$ cat src/rtl/interrupt_controller.sv
// -----------------------------------------------------------------------------
// interrupt_controller
//
// Four-source vectored interrupt controller. Rising edges on int_src latch
// sticky pending flags; enabled pending sources are arbitrated (index 0 has
// the highest priority) and offered to the CPU one at a time. There is no
// nesting: once a request is accepted the controller stays in service until
// the CPU signals return.
//
// Ports:
//   clk         in   1   sole clock, rising edge
//   reset       in   1   synchronous, active-high
//   int_src     in   4   raw request lines; a request is a rising edge
//   en_we       in   1   enable-mask write strobe
//   en_wd       in   4   enable-mask write data
//   int_ack     in   1   CPU accepted the offered request
//   int_ret     in   1   CPU returned from the handler
//   irq         out  1   interrupt request to the CPU
//   vector      out  10  handler address of the offered request
//   active_id   out  2   index of the request offered or being serviced
//   in_service  out  1   high while a handler runs
//   pending     out  4   latched pending flags
//   enable      out  4   current enable mask
// -----------------------------------------------------------------------------
module interrupt_controller #(
    parameter logic [9:0] VEC0 = 10'b0000010000,
    parameter logic [9:0] VEC1 = 10'b0000100000,
    parameter logic [9:0] VEC2 = 10'b0000110000,
    parameter logic [9:0] VEC3 = 10'b0001000000
) (
    input  logic       clk,
    input  logic       reset,
    input  logic [3:0] int_src,
    input  logic       en_we,
    input  logic [3:0] en_wd,
    input  logic       int_ack,
    input  logic       int_ret,
    output logic       irq,
    output logic [9:0] vector,
    output logic [1:0] active_id,
    output logic       in_service,
    output logic [3:0] pending,
    output logic [3:0] enable
);

    typedef enum logic [1:0] {
        IDLE    = 2'd0,
        REQ     = 2'd1,
        SERVICE = 2'd2
    } state_t;

    state_t     state;
    state_t     state_nxt;

    logic [3:0] src_q;
    logic [3:0] rise;
    logic [3:0] eligible;
    logic [3:0] ack_clr;
    logic [1:0] sel_id;
    logic [9:0] sel_vec;
    logic       load;
    logic       ack_fire;

    function automatic logic [9:0] vec_of(input logic [1:0] id);
        logic [9:0] v;
        case (id)
            2'd0:    v = VEC0;
            2'd1:    v = VEC1;
            2'd2:    v = VEC2;
            default: v = VEC3;
        endcase
        return v;
    endfunction

    // Edge detect and eligibility use registered state only, so a new edge
    // becomes pending one edge later and is offered the edge after that.
    always_comb begin
        rise     = int_src & ~src_q;
        eligible = pending & enable;
    end

    // Fixed priority: lowest eligible index wins.
    always_comb begin
        sel_id = 2'd0;
        if (eligible[0])      sel_id = 2'd0;
        else if (eligible[1]) sel_id = 2'd1;
        else if (eligible[2]) sel_id = 2'd2;
        else if (eligible[3]) sel_id = 2'd3;
        sel_vec = vec_of(sel_id);
    end

    // Next-state logic. int_ack only matters in REQ and int_ret only in
    // SERVICE, so a simultaneous pair is resolved by the state alone.
    always_comb begin
        state_nxt = state;
        load      = 1'b0;
        ack_fire  = 1'b0;
        case (state)
            IDLE: begin
                if (eligible != 4'b0000) begin
                    state_nxt = REQ;
                    load      = 1'b1;
                end
            end
            REQ: begin
                if (int_ack) begin
                    state_nxt = SERVICE;
                    ack_fire  = 1'b1;
                end
            end
            SERVICE: begin
                if (int_ret) begin
                    state_nxt = IDLE;
                end
            end
            default: begin
                state_nxt = IDLE;
            end
        endcase
    end

    always_comb begin
        ack_clr = 4'b0000;
        if (ack_fire) ack_clr = 4'b0001 << active_id;
    end

    // A fresh edge on the acknowledged source re-sets its flag in the same
    // cycle the ack clears it, so the new request is not lost.
    always_ff @(posedge clk) begin
        if (reset) begin
            state     <= IDLE;
            src_q     <= int_src;
            pending   <= 4'b0000;
            enable    <= 4'b0000;
            active_id <= 2'd0;
            vector    <= 10'd0;
        end else begin
            state   <= state_nxt;
            src_q   <= int_src;
            pending <= (pending & ~ack_clr) | rise;
            if (en_we) enable <= en_wd;
            if (load) begin
                active_id <= sel_id;
                vector    <= sel_vec;
            end
        end
    end

    assign irq        = (state == REQ);
    assign in_service = (state == SERVICE);

endmodule

$ cat config.mk
export PLATFORM = sky130hd
export DESIGN_NAME = interrupt_controller
export DESIGN_NICKNAME = d
export VERILOG_FILES = /design/src/rtl/interrupt_controller.sv
export SDC_FILE = /design/constraint.sdc
export NUM_CORES = 1
export LEC_CHECK = 0
export ABC_CLOCK_PERIOD_IN_PS = 1250
export CAP_MARGIN = 5
export CORE_MARGIN = 2
export CORE_UTILIZATION = 36
export DETAILED_ROUTE_END_ITERATION = 12
export GPL_ROUTABILITY_DRIVEN = 0
export HOLD_SLACK_MARGIN = 0.03
export MAX_ROUTING_LAYER = met4
export PLACE_DENSITY = 0.73
export SLEW_MARGIN = 20
export SYNTH_ARGS = -nofsm -noshare
export SYNTH_HDL_FRONTEND = slang
export SYNTH_SLANG_ARGS = --single-unit
$ cat constraint.sdc
create_clock -name clk -period 1.25 [get_ports clk]
set_clock_uncertainty 0.05 [all_clocks]
set_input_delay 0.125 -clock clk [delete_from_list [all_inputs] [get_ports clk]]
set_output_delay 0.125 -clock clk [all_outputs]
set_load 0.01 [all_outputs]
Yosys cells after proc, flatten, opt, wreduce, memory -nomap -nowiden
Index checks and enable logic that the tools add are counted.
- bits in registers: 26
- output and inout bits: 22
- word-level logic and storage cells: 38
- reduce and logical (&&, ||, !) cells: 4
- muxes and demuxes: 14
- shift operators: 1
- bitwise gates (word level): 6
- equality and inequality tests: 7
- operator list (kind ; number):
    7-bit case mux with 3 select lines ; 1
    2-bit two-way mux ; 7
    4-bit bitwise AND ; 3
    4-bit inverter ; 2
    2-bit != test (second input constant) ; 3
    2-bit case mux with 3 select lines ; 1
    2-bit by 1-bit equality test with 1-bit output (second input constant) ; 2
    2-bit equality test (second input constant) ; 2
    2-bit zero test ; 2
    1-bit two-way mux ; 4
    4-bit two-way mux ; 1
    4-bit bitwise OR ; 1
    4-bit nonzero test ; 1
    1-bit by 2-bit << shifter with 4-bit output (first input constant) ; 1
    3-bit AND reduction ; 1

Logic depth before layout (Yosys ltp)
Gate-level depths: netlist of the first run.
- depth in word-level cells: 7
- mapped depth: 6

Worst setup path before layout of the first run
No wires, ideal clock.
- path kind: register to register
- start: register enable[2]
- end: register vector[5]
- path buffers: 0
- arrival time: 1.186 ns
- setup time: 0.128 ns
- cell stages (with the launch flop): 7
- setup slack: -0.114 ns
- path through: dfxtp_1 nand2_1 a32oi_1 a21oi_1 ha_1 mux2i_1 nor2_1
- word-level cells in the longest chain between the ends: 6
- elaborated cells between the ends (all ways): 11
- those cells by class: eq/ne: 2; mux: 6; bitwise: 1; reduce/logical: 2
- ends and longest elaborated chain (element ; RTL line ; text):
    start: declaration ; 43 ; output logic [3:0] enable
    start signal: assignment ; 141 ; if (en_we) enable <= en_wd;
    4-bit bitwise AND * ; 79 ; eligible = pending & enable;
    2-bit two-way mux * ; 87 ; else if (eligible[2]) sel_id = 2'd2;
    2-bit two-way mux * ; 86 ; else if (eligible[1]) sel_id = 2'd1;
    2-bit two-way mux * ; 85 ; if (eligible[0]) sel_id = 2'd0;
    net sel_id[0] ; 59 ; logic [1:0] sel_id;
    2-bit equality test, or another cell as far along ; 66 ; case (id)
    7-bit case mux with 3 select lines * ; 66 ;
    net sel_vec[5] ; 60 ; logic [9:0] sel_vec;
    end signal: assignment ; 144 ; vector <= sel_vec;
    end: declaration ; 39 ; output logic [9:0] vector,
Mark *: on every way through the listed nets, which the timed path passes. The rest lies on a longest branch.
A chain may end at the register's enable or synchronous reset.

Worst setup path after layout of the first run
Ends and elaborated chain as after synthesis.

==> results of run 1 <==
[logic make-up after synthesis]
group           Yosys count  synth area share
fa+ha+maj                 1            0.0156
mux                       6            0.0750
flops                    19             0.475
buf+inv                  10            0.0797
compound gates           18             0.178
other cells               1           0.00468
simple gates             27             0.172
[per-layer routing]
layer | wire length [um] | vias to the layer above
met2 | 1060 | 24
met1 | 833 | 349
met4 | 31 | 0
met5 | 0 | -
li1 | - | 369
met3 | 118 | 4
[layout make-up]
type | count | area, um2
clock buffers | 4 | 26.3
repair buffers | 48 | 425
well taps | 28 | 35.0
inverters | 1 | 3.75
flip-flops and latches | 19 | 400
fillers | 201 | 830
multi-input cells | 59 | 428
[worst reg2reg max path: stages, from the launching register on]
cell                      delay (ps)
sky130_fd_sc_hd__dfxtp_2         360
sky130_fd_sc_hd__buf_6           110
sky130_fd_sc_hd__a22o_4          240
sky130_fd_sc_hd__nor2b_4         130
sky130_fd_sc_hd__ha_2            240
sky130_fd_sc_hd__mux2i_1         120
sky130_fd_sc_hd__nor2_1           50
[metrics by stage]
stage	setup slack, ps	std cells	power (uW)	util
CTS	-168	157	1260	0.594
detailed placement	-116	146	916	0.542
global route	-223	159	1320	0.614
global placement	-69.2	146	909	0.542
floorplan	-62.7	88	791	-
finish	-161	159	1250	0.614
[flip-flops by register name, summed over array words and instances, names as in the netlist]
name,cells
enable,4
pending,4
vector,3
src_q,4
state,2
active_id,2
[synth_stat cells]
library cell,instances
sky130_fd_sc_hd__a311oi_1,1
sky130_fd_sc_hd__inv_1,1
sky130_fd_sc_hd__conb_1,1
sky130_fd_sc_hd__a211o_1,1
sky130_fd_sc_hd__o21ai_0,1
sky130_fd_sc_hd__o21ai_4,1
sky130_fd_sc_hd__clkbuf_1,2
sky130_fd_sc_hd__nor2b_1,5
sky130_fd_sc_hd__mux2i_1,6
sky130_fd_sc_hd__nand2_1,4
sky130_fd_sc_hd__and2_1,1
sky130_fd_sc_hd__o31ai_1,1
sky130_fd_sc_hd__dfxtp_1,19
sky130_fd_sc_hd__and3b_1,1
sky130_fd_sc_hd__a21oi_1,9
sky130_fd_sc_hd__a211oi_1,1
sky130_fd_sc_hd__nand2b_1,5
sky130_fd_sc_hd__buf_4,7
sky130_fd_sc_hd__ha_1,1
sky130_fd_sc_hd__a22o_4,2
sky130_fd_sc_hd__nor2_2,1
sky130_fd_sc_hd__a32oi_1,1
sky130_fd_sc_hd__nor2_1,9
sky130_fd_sc_hd__nand3_1,1
[power by group]
part	switching, uW	internal, uW	leakage [uW]	total [uW]
Sequential	25.5	638	0.000161	663
Clock	193	124	0.0000150	317
Combinational	114	160	0.000427	274
[worst paths after layout]
check / to / slack, ps / depth (start not counted) / from
hold / removal: src_q[1] / 230 / 1 / int_src[1]
setup reg to reg: vector[5] / -160 / 6 / enable[2]
setup / recovery: vector[5] / -160 / 6 / enable[2]
hold reg to reg: pending[0] / 440 / 2 / src_q[0]
[timing repair]
| item | 4_1_cts | 5_1_grt |
|---|---|---|
| resized for setup | 44 | 19 |
| pin swaps | 8 | 6 |
| setup endpoints to repair | 18 | 13 |
| gates cloned | 0 | 0 |
| buffers inserted | 7 | 2 |
==> insert_results.sql, run 1 <==
INSERT INTO impl_metrics (metric_group, metric, value, unit) VALUES
('grt', 'grt_pass1_wl', '3260', 'um'),
('power_and_ir_drop', 'vdd_drop_max', '0.863', 'mV'),
('yosys', 'synth_cell_type_count', '24', ''),
('grt', 'gr-usage-met2', '0.284', ''),
('grt', 'gr-usage-met3', '0.0702', ''),
('sta', 'finalHoldViolCount', '0', ''),
('route', 'drcViolationCount', '0', ''),
('yosys', 'yosys_warnings', '0', ''),
('cells_and_area', 'fin_nets', '146', ''),
('die', 'num_rows', '17', ''),
('power_and_ir_drop', 'static-leakage-power', '0.000603', 'uW'),
('yosys', 'synthesis.instances', '82', ''),
('clock_tree', 'cts_tree', 'done', ''),
('die', 'start_util', '0.373', ''),
('power_and_ir_drop', 'cellPowerDensity', '951', 'nW/um2'),
('cells_and_area', 'n_antenna_cell', '0', ''),
('clock_tree', 'clk_latency', '300', 'ps'),
('worst_setup_path', 'worstPathBufferInverterCount', '1', ''),
('grt', 'antenna_found_initial', '0', ''),
('yosys', 'synth.top_cells.by_area', 'sky130_fd_sc_hd__dfxtp_1 (48%), sky130_fd_sc_hd__mux2i_1 (7.5%), sky130_fd_sc_hd__buf_4 (6.6%)', ''),
('status', 'run_status', 'finished with violations', ''),
('placement', 'hpwlAfterDp', '1420', 'um'),
('clock_tree', 'ctsLongestPathBuffers', '2', ''),
('worst_hold_path', 'holdCritPathClass', 'in -> reg', ''),
('cells_and_area', 'post-route-cell-area', '1320', 'um2'),
('clock_tree', 'cts.hold.buffers_added', '0', ''),
('grt', 'grt_overflow', '0', ''),
('route', 'antenna_left', '0', ''),
('die', 'design.portCount', '35', ''),
('sta', 'slew_viol_final', '0', ''),
('worst_setup_path', 'library_cell_contributing_the_largest_single_delay_on_the_critical_path', 'sky130_fd_sc_hd__dfxtp_2', ''),
('job', 'max_cap_violations', '0', ''),
('route', 'dr_vias', '746', ''),
('clock_tree', 'clock_tree.root_cell', 'sky130_fd_sc_hd__clkbuf_4', ''),
('yosys', 'syn-mean-instance-area', '9.77', 'um2'),
('sta', 'layout_min_cycle_time', '1410', 'ps'),
('die', 'dieHeight', '51.2', 'um'),
('grt', 'overall_global_routing_resource_usage', '0.179', ''),
('clock_tree', 'clkSlewWorstSetupHoldPaths', '110', 'ps'),
('worst_setup_path', 'required', '1390', 'ps'),
('route', 'drtPass1Iterations', '4', ''),
('placement', 'placed_area', '1160', 'um2'),
('grt', 'gr-max-usage-layer', 'met2', ''),
('worst_setup_path', 'cp-start-kind', 'flop', ''),
('placement', 'port_buffers', '27', ''),
('cells_and_area', 'area_growth_syn_to_layout', '64.7', '%'),
('route', 'wl', '2050', 'um'),
('route', 'iteration_0_drc_count_of_the_detailed_router', '10', ''),
('worst_setup_path', 'critPathMaxFanout', '3', ''),
('clock_tree', 'number_of_buffers_created_by_cts', '3', ''),
('route', 'viasPerCell', '4.69', ''),
('sta', 'min_period_over_period', '1.13', ''),
('grt', 'grt_start_max_net_pins', '11', ''),
('yosys', 'synth.ff_latch_count', '19', ''),
('grt', 'via_count_of_the_first_global_routing_pass', '740', ''),
('sta', 'postLayoutSetupSlackWorst', '-161', 'ps'),
('status', 'failed_checks', 'negative setup slack', ''),
('worst_setup_path', 'crit_family', 'flip-flops', ''),
('sta', 'rsz0062_at_grt', 'true', ''),
('die', 'floorplan.die.width', '51.2', 'um'),
('die', 'area_of_the_placeable_core', '2150', 'um2'),
('die', 'fp.dieArea', '2620', 'um2'),
('cells_and_area', 'drive_gt1_frac', '0.412', ''),
('worst_setup_path', 'worst_setup_end_kind', 'flop', ''),
('worst_setup_path', 'cp_data_arrival_time', '1560', 'ps'),
('route', 'detail_route.wl_per_cell', '12.9', 'um'),
('cells_and_area', 'layout_common_cells', 'sky130_fd_sc_hd__buf_4 (15), sky130_fd_sc_hd__clkdlybuf4s50_1 (12), sky130_fd_sc_hd__nor2_1 (9), sky130_fd_sc_hd__dfxtp_1 (9), sky130_fd_sc_hd__buf_6 (8)', ''),
('sta', 'setup_viol', '6', ''),
('sta', 'fin_worst_hold_slack', '232', 'ps'),
('yosys', 'synth_top_area_frac', '0.475', ''),
('clock_tree', 'cts_max_level', '1', '');
Power figures use the tool's default switching activity.
==> run 2, diff against run 1 <==
- CELL_PAD_IN_SITES_DETAIL_PLACEMENT: default -> 1
- CELL_PAD_IN_SITES_GLOBAL_PLACEMENT: default -> 1
- CORE_UTILIZATION: 36 -> 26
- PLACE_DENSITY: 0.73 -> default
- PLACE_DENSITY_LB_ADDON: default -> 0.1
==> run 2 against run 1 <==
Against the previous run:
- the run still ends with negative setup slack left
- register-to-register slack better by 70 ps
- maximum frequency is 4.9% higher
- combinational power is 4% lower
- clock-buffer cell count stayed put
- via count is 5.0% lower
- critical endpoint is now vector[6]
==> insert_results.sql, run 2 (synthesis gave the netlist of run 1 again) <==
INSERT INTO impl_metrics (metric_group, metric, value, unit) VALUES
('clock_tree', 'cts_num_sinks', '19', ''),
('cells_and_area', 'drive_gt1_frac', '0.370', ''),
('status', 'run_status', 'finished with violations', ''),
('power_and_ir_drop', 'cellPowerDensity', '937', 'nW/um2'),
('die', 'design.portCount', '35', ''),
('status', 'failed_checks', 'negative setup slack', ''),
('die', 'fp.dieArea', '3540', 'um2'),
('route', 'drcViolationCount', '0', ''),
('route', 'antenna_left', '0', ''),
('sta', 'slew_viol_final', '0', ''),
('worst_setup_path', 'worst_setup_end_kind', 'flop', ''),
('cells_and_area', 'fin_nets', '142', ''),
('sta', 'layout_min_cycle_time', '1340', 'ps'),
('worst_setup_path', 'cp-start-kind', 'flop', ''),
('sta', 'min_period_over_period', '1.08', ''),
('grt', 'grt_overflow', '0', ''),
('worst_setup_path', 'required', '1390', 'ps'),
('power_and_ir_drop', 'vdd_drop_max', '0.529', 'mV'),
('route', 'viasPerCell', '4.43', ''),
('worst_hold_path', 'holdCritPathClass', 'in -> reg', ''),
('sta', 'finalHoldViolCount', '0', ''),
('sta', 'setup_viol', '5', ''),
('sta', 'rsz0062_at_grt', 'true', ''),
('grt', 'overall_global_routing_resource_usage', '0.126', ''),
('placement', 'hpwlAfterDp', '1630', 'um'),
('clock_tree', 'cts.hold.buffers_added', '0', ''),
('sta', 'fmaxAchievable', '744', 'MHz'),
('route', 'drtPass1Iterations', '4', ''),
('grt', 'antenna_found_initial', '0', ''),
('cells_and_area', 'top_regs', 'enable (4), pending (4), src_q (4)', ''),
('die', 'num_rows', '20', ''),
('worst_setup_path', 'critPathMaxFanout', '5', ''),
('cells_and_area', 'layout_common_cells', 'sky130_fd_sc_hd__buf_4 (14), sky130_fd_sc_hd__clkdlybuf4s50_1 (12), sky130_fd_sc_hd__nor2_1 (9), sky130_fd_sc_hd__dfxtp_1 (9), sky130_fd_sc_hd__clkdlybuf4s15_1 (8)', ''),
('placement', 'port_buffers', '27', ''),
('clock_tree', 'clk_latency', '280', 'ps'),
('cells_and_area', 'area_growth_syn_to_layout', '63.6', '%'),
('power_and_ir_drop', 'static-leakage-power', '0.000581', 'uW'),
('grt', 'grt_start_max_net_pins', '11', ''),
('placement', 'placed_cells', '155', ''),
('worst_setup_path', 'cp_data_arrival_time', '1480', 'ps'),
('route', 'iteration_0_drc_count_of_the_detailed_router', '12', ''),
('sta', 'postLayoutSetupSlackWorst', '-94.9', 'ps'),
('route', 'detail_route.wl_per_cell', '12.8', 'um'),
('die', 'dieHeight', '59.5', 'um'),
('die', 'area_of_the_placeable_core', '2980', 'um2'),
('cells_and_area', 'fin_cells', '160', ''),
('clock_tree', 'cts_tree', 'done', ''),
('clock_tree', 'cts_max_level', '1', ''),
('cells_and_area', 'commonest_non_fill_non_tap_cell_in_the_layout', 'sky130_fd_sc_hd__buf_4', ''),
('route', 'wl', '2040', 'um'),
('clock_tree', 'clkSlewWorstSetupHoldPaths', '100', 'ps'),
('clock_tree', 'ctsLongestPathBuffers', '2', ''),
('route', 'dr_vias', '709', ''),
('grt', 'via_count_of_the_first_global_routing_pass', '728', ''),
('job', 'max_cap_violations', '0', ''),
('die', 'floorplan.die.width', '59.5', 'um'),
('clock_tree', 'clock_tree.root_cell', 'sky130_fd_sc_hd__clkbuf_4', ''),
('cells_and_area', 'n_antenna_cell', '0', ''),
('worst_setup_path', 'critical_setup_path_class', 'reg -> reg', ''),
('sta', 'totalNegativeSetupSlack', '-329', 'ps'),
('grt', 'grt_pass1_wl', '3260', 'um'),
('die', 'start_util', '0.269', ''),
('clock_tree', 'number_of_buffers_created_by_cts', '3', '');
## run 2: cell count changes in the layout (fill, tap and decap cells not counted), sizes merged
cell	change
clkdlybuf4s15	+5
dlygate4sd2	-1
buf	-6
clkbuf	-2
## run 2: final timing paths
path	from	endpoint	slack, ps	cells after the start
setup / recovery	enable[2]	vector[6]	-90	5
hold / removal	int_src[3]	src_q[3]	250	1
setup reg to reg	enable[2]	vector[6]	-90	5
hold reg to reg	vector[5]	vector[5]	460	2
## run 2: final cells by class
class                      count  area (um2)
fill                         342        1670
multi-input combinational     59         443
sequential                    19         403
timing repair buffer          44         393
tap                           33        41.3
clock buffer                   4        26.3
inverter                       1        3.75
## run 2: through the flow
stage	cell area, um2	worst slack (ps)	util	power (uW)	hold WS [ps]
after floorplan	828	-62.7	-	791	103
after global placement	1200	-71.9	0.403	927	435
after detailed placement	1200	-98.6	0.403	932	446
after CTS	1260	-161	0.423	1230	241
after global routing	1310	-156	0.440	1300	248
final	1310	-94.9	0.440	1230	252
## run 2: layer usage
metal | routed length (um) | GRT usage
met5 | 0 | -
met4 | 10 | 0.0286
met3 | 69 | 0.0262
met2 | 1000 | 0.204
met1 | 956 | 0.163
## run 2: power breakdown
part           switching [uW]  total, uW  internal (uW)
combinational             113        262            150
sequential               26.6        663            637
clock                     178        302            124
## run 2: worst max-delay path, stage by stage (launching register included)
cell,delay [ps]
sky130_fd_sc_hd__dfxtp_2,350
sky130_fd_sc_hd__buf_6,110
sky130_fd_sc_hd__a22o_4,230
sky130_fd_sc_hd__o21ai_4,230
sky130_fd_sc_hd__mux2i_1,220
sky130_fd_sc_hd__nor2_1,50
## run 2: repair_timing
item | 4_1_cts | 5_1_grt
setup buffers | 3 | 0
pin swaps | 9 | 7
gates resized for setup | 33 | 22
endpoints found under the setup margin | 20 | 15
==> run 3, diff against run 2 <==
- TNS_END_PERCENT: default -> 50
==> run 3 against run 2 <==
Against the previous run:
- design area down 3.0%
- die area is the same
- maximum frequency shrank 3.3%
- power about the same
- register-to-register slack got worse by 50 ps
- utilization is 1.3 points lower
- the run still ends with negative setup slack left
==> insert_results.sql, run 3 (synthesis gave the netlist of run 1 again) <==
INSERT INTO impl_metrics (metric_group, metric, value, unit) VALUES
('sta', 'fmaxAchievable', '719', 'MHz'),
('sta', 'rsz0062_at_grt', 'true', ''),
('clock_tree', 'cts_tree', 'done', ''),
('route', 'wl_met3', '70', 'um'),
('grt', 'grt_overflow', '0', ''),
('route', 'highest_layer', 'met4', ''),
('worst_setup_path', 'required', '1400', 'ps'),
('cells_and_area', 'fin_cells', '162', ''),
('worst_setup_path', 'reg2reg_setup_slack', '-140', 'ps'),
('sta', 'finalHoldViolCount', '0', ''),
('power_and_ir_drop', 'total_power', '1230', 'uW'),
('placement', 'placed_cells', '155', ''),
('worst_setup_path', 'cp-start-kind', 'flop', ''),
('route', 'routed-wl-met2', '959', 'um'),
('power_and_ir_drop', 'static-leakage-power', '0.000597', 'uW'),
('route', 'met1_length', '956', 'um'),
('placement', 'hpwlAfterDp', '1630', 'um'),
('clock_tree', 'clkSlewWorstSetupHoldPaths', '110', 'ps'),
('route', 'wl', '2020', 'um'),
('worst_setup_path', 'critical_setup_path_class', 'reg -> reg', ''),
('worst_setup_path', 'critPathMaxFanout', '3', ''),
('sta', 'layout_min_cycle_time', '1390', 'ps'),
('worst_setup_path', 'cp_data_arrival_time', '1540', 'ps'),
('placement', 'port_buffers', '27', ''),
('die', 'area_of_the_placeable_core', '2980', 'um2'),
('route', 'drcViolationCount', '0', ''),
('worst_hold_path', 'worstHoldPathCells', '1', ''),
('clock_tree', 'number_of_buffers_created_by_cts', '3', ''),
('clock_tree', 'clk_latency', '290', 'ps'),
('grt', 'antenna_found_initial', '0', ''),
('grt', 'via_count_of_the_first_global_routing_pass', '739', ''),
('die', 'dieHeight', '59.5', 'um'),
('cells_and_area', 'commonest_non_fill_non_tap_cell_in_the_layout', 'sky130_fd_sc_hd__buf_4', ''),
('die', 'num_rows', '20', ''),
('die', 'floorplan.die.width', '59.5', 'um'),
('cells_and_area', 'top_regs', 'enable (4), pending (4), src_q (4)', ''),
('cells_and_area', 'layout_common_cells', 'sky130_fd_sc_hd__buf_4 (17), sky130_fd_sc_hd__clkdlybuf4s50_1 (12), sky130_fd_sc_hd__a21oi_1 (9), sky130_fd_sc_hd__nor2_1 (9), sky130_fd_sc_hd__dfxtp_1 (9)', ''),
('worst_hold_path', 'worstHoldStart', 'int_src[1]', ''),
('die', 'design.portCount', '35', ''),
('clock_tree', 'cts_num_sinks', '19', ''),
('worst_setup_path', 'worst_setup_end_kind', 'flop', ''),
('route', 'dr_vias', '733', ''),
('grt', 'overall_global_routing_resource_usage', '0.131', ''),
('worst_setup_path', 'reg2reg_depth', '6', ''),
('route', 'antenna_left', '0', ''),
('cells_and_area', 'n_antenna_cell', '0', ''),
('worst_setup_path', 'regToRegStartpoint', 'enable[2]', ''),
('power_and_ir_drop', 'vdd_drop_max', '0.537', 'mV'),
('power_and_ir_drop', 'cellPowerDensity', '965', 'nW/um2'),
('cells_and_area', 'drive_gt1_frac', '0.326', ''),
('status', 'run_status', 'finished with violations', ''),
('sta', 'slew_viol_final', '0', ''),
('route', 'iteration_0_drc_count_of_the_detailed_router', '11', ''),
('clock_tree', 'ctsLongestPathBuffers', '2', ''),
('grt', 'grt_start_max_net_pins', '11', ''),
('job', 'max_cap_violations', '0', ''),
('status', 'failed_checks', 'negative setup slack', ''),
('die', 'start_util', '0.269', ''),
('worst_hold_path', 'min_to', 'src_q[1]', ''),
('grt', 'grt_pass1_wl', '3330', 'um'),
('worst_hold_path', 'holdCritPathClass', 'in -> reg', ''),
('sta', 'totalNegativeSetupSlack', '-467', 'ps'),
('cells_and_area', 'fin_nets', '144', ''),
('route', 'viasPerCell', '4.52', ''),
('worst_setup_path', 'worst_r2r_endpoint', 'vector[5]', ''),
('cells_and_area', 'area_growth_syn_to_layout', '58.8', '%'),
('die', 'fp.dieArea', '3540', 'um2'),
('clock_tree', 'cts_max_level', '1', ''),
('sta', 'postLayoutSetupSlackWorst', '-140', 'ps'),
('sta', 'min_period_over_period', '1.11', ''),
('clock_tree', 'clock_tree.root_cell', 'sky130_fd_sc_hd__clkbuf_4', ''),
('route', 'detail_route.wl_per_cell', '12.4', 'um'),
('route', 'drtPass1Iterations', '4', ''),
('sta', 'setup_viol', '5', '');
-- run 3: cell types whose count changed in the layout (fill, tap and decap cells not counted), moves of 2 or more --
cell                              before  now
sky130_fd_sc_hd__dfxtp_2               6    8
sky130_fd_sc_hd__dfxtp_4               4    2
sky130_fd_sc_hd__a21oi_1               6    9
sky130_fd_sc_hd__buf_4                14   17
sky130_fd_sc_hd__a21oi_2               3    0
sky130_fd_sc_hd__dlygate4sd2_1         5    8
sky130_fd_sc_hd__clkdlybuf4s15_1       8    5
-- run 3: power by group --
part,internal [uW],switching (uW)
Combinational,147,110
Clock,124,184
Sequential,639,22.2
Total,910,317
-- run 3: worst max path at each step --
stage                    start   endpoint  slack [ps]
floorplan            enable[3]  vector[5]         -60
detailed placement   enable[2]  vector[5]        -100
finish               enable[2]  vector[5]        -140
global placement    pending[2]  vector[5]         -70
CTS                  enable[2]  vector[5]        -150
global route        pending[1]  vector[5]        -200
-- run 3: metrics by stage --
step                setup WS (ps)  cell area (um2)   util  hold slack (ps)
floorplan                   -62.7              828      -              103
global placement            -71.9             1200  0.403              435
detailed placement          -98.6             1200  0.403              446
CTS                          -151             1250  0.421              241
global route                 -200             1270  0.427              243
finish                       -140             1270  0.427              241
-- run 3: final cells by class --
type                    count  area, um2
flip-flops and latches     19        398
clock buffers               4       26.3
well taps                  33       41.3
inverters                   1       3.75
fillers                   349       1710
repair buffers             46        400
multi-input cells          59        402
-- run 3: worst max-delay path: stages (launching register included) --
cell and delay [ps]:
sky130_fd_sc_hd__dfxtp_2 350, sky130_fd_sc_hd__buf_6 110, sky130_fd_sc_hd__a22o_4 230, sky130_fd_sc_hd__nor2b_1 130, sky130_fd_sc_hd__ha_1 260, sky130_fd_sc_hd__mux2i_1 120, sky130_fd_sc_hd__nor2_1 50
-- run 3: layer usage --
layer,vias to the layer above,global-route usage
met5,-,-
met4,0,0.0476
met3,4,0.0262
met2,20,0.207
met1,348,0.164
li1,361,-
-- run 3: what timing repair did --
item | 4_1_cts | 5_1_grt
cloned | 0 | 0
setup buffers | 3 | 0
gates resized for setup | 28 | 14
setup endpoints to repair | 20 | 14
pin swaps | 3 | 2
hold buffers | 0 | 0
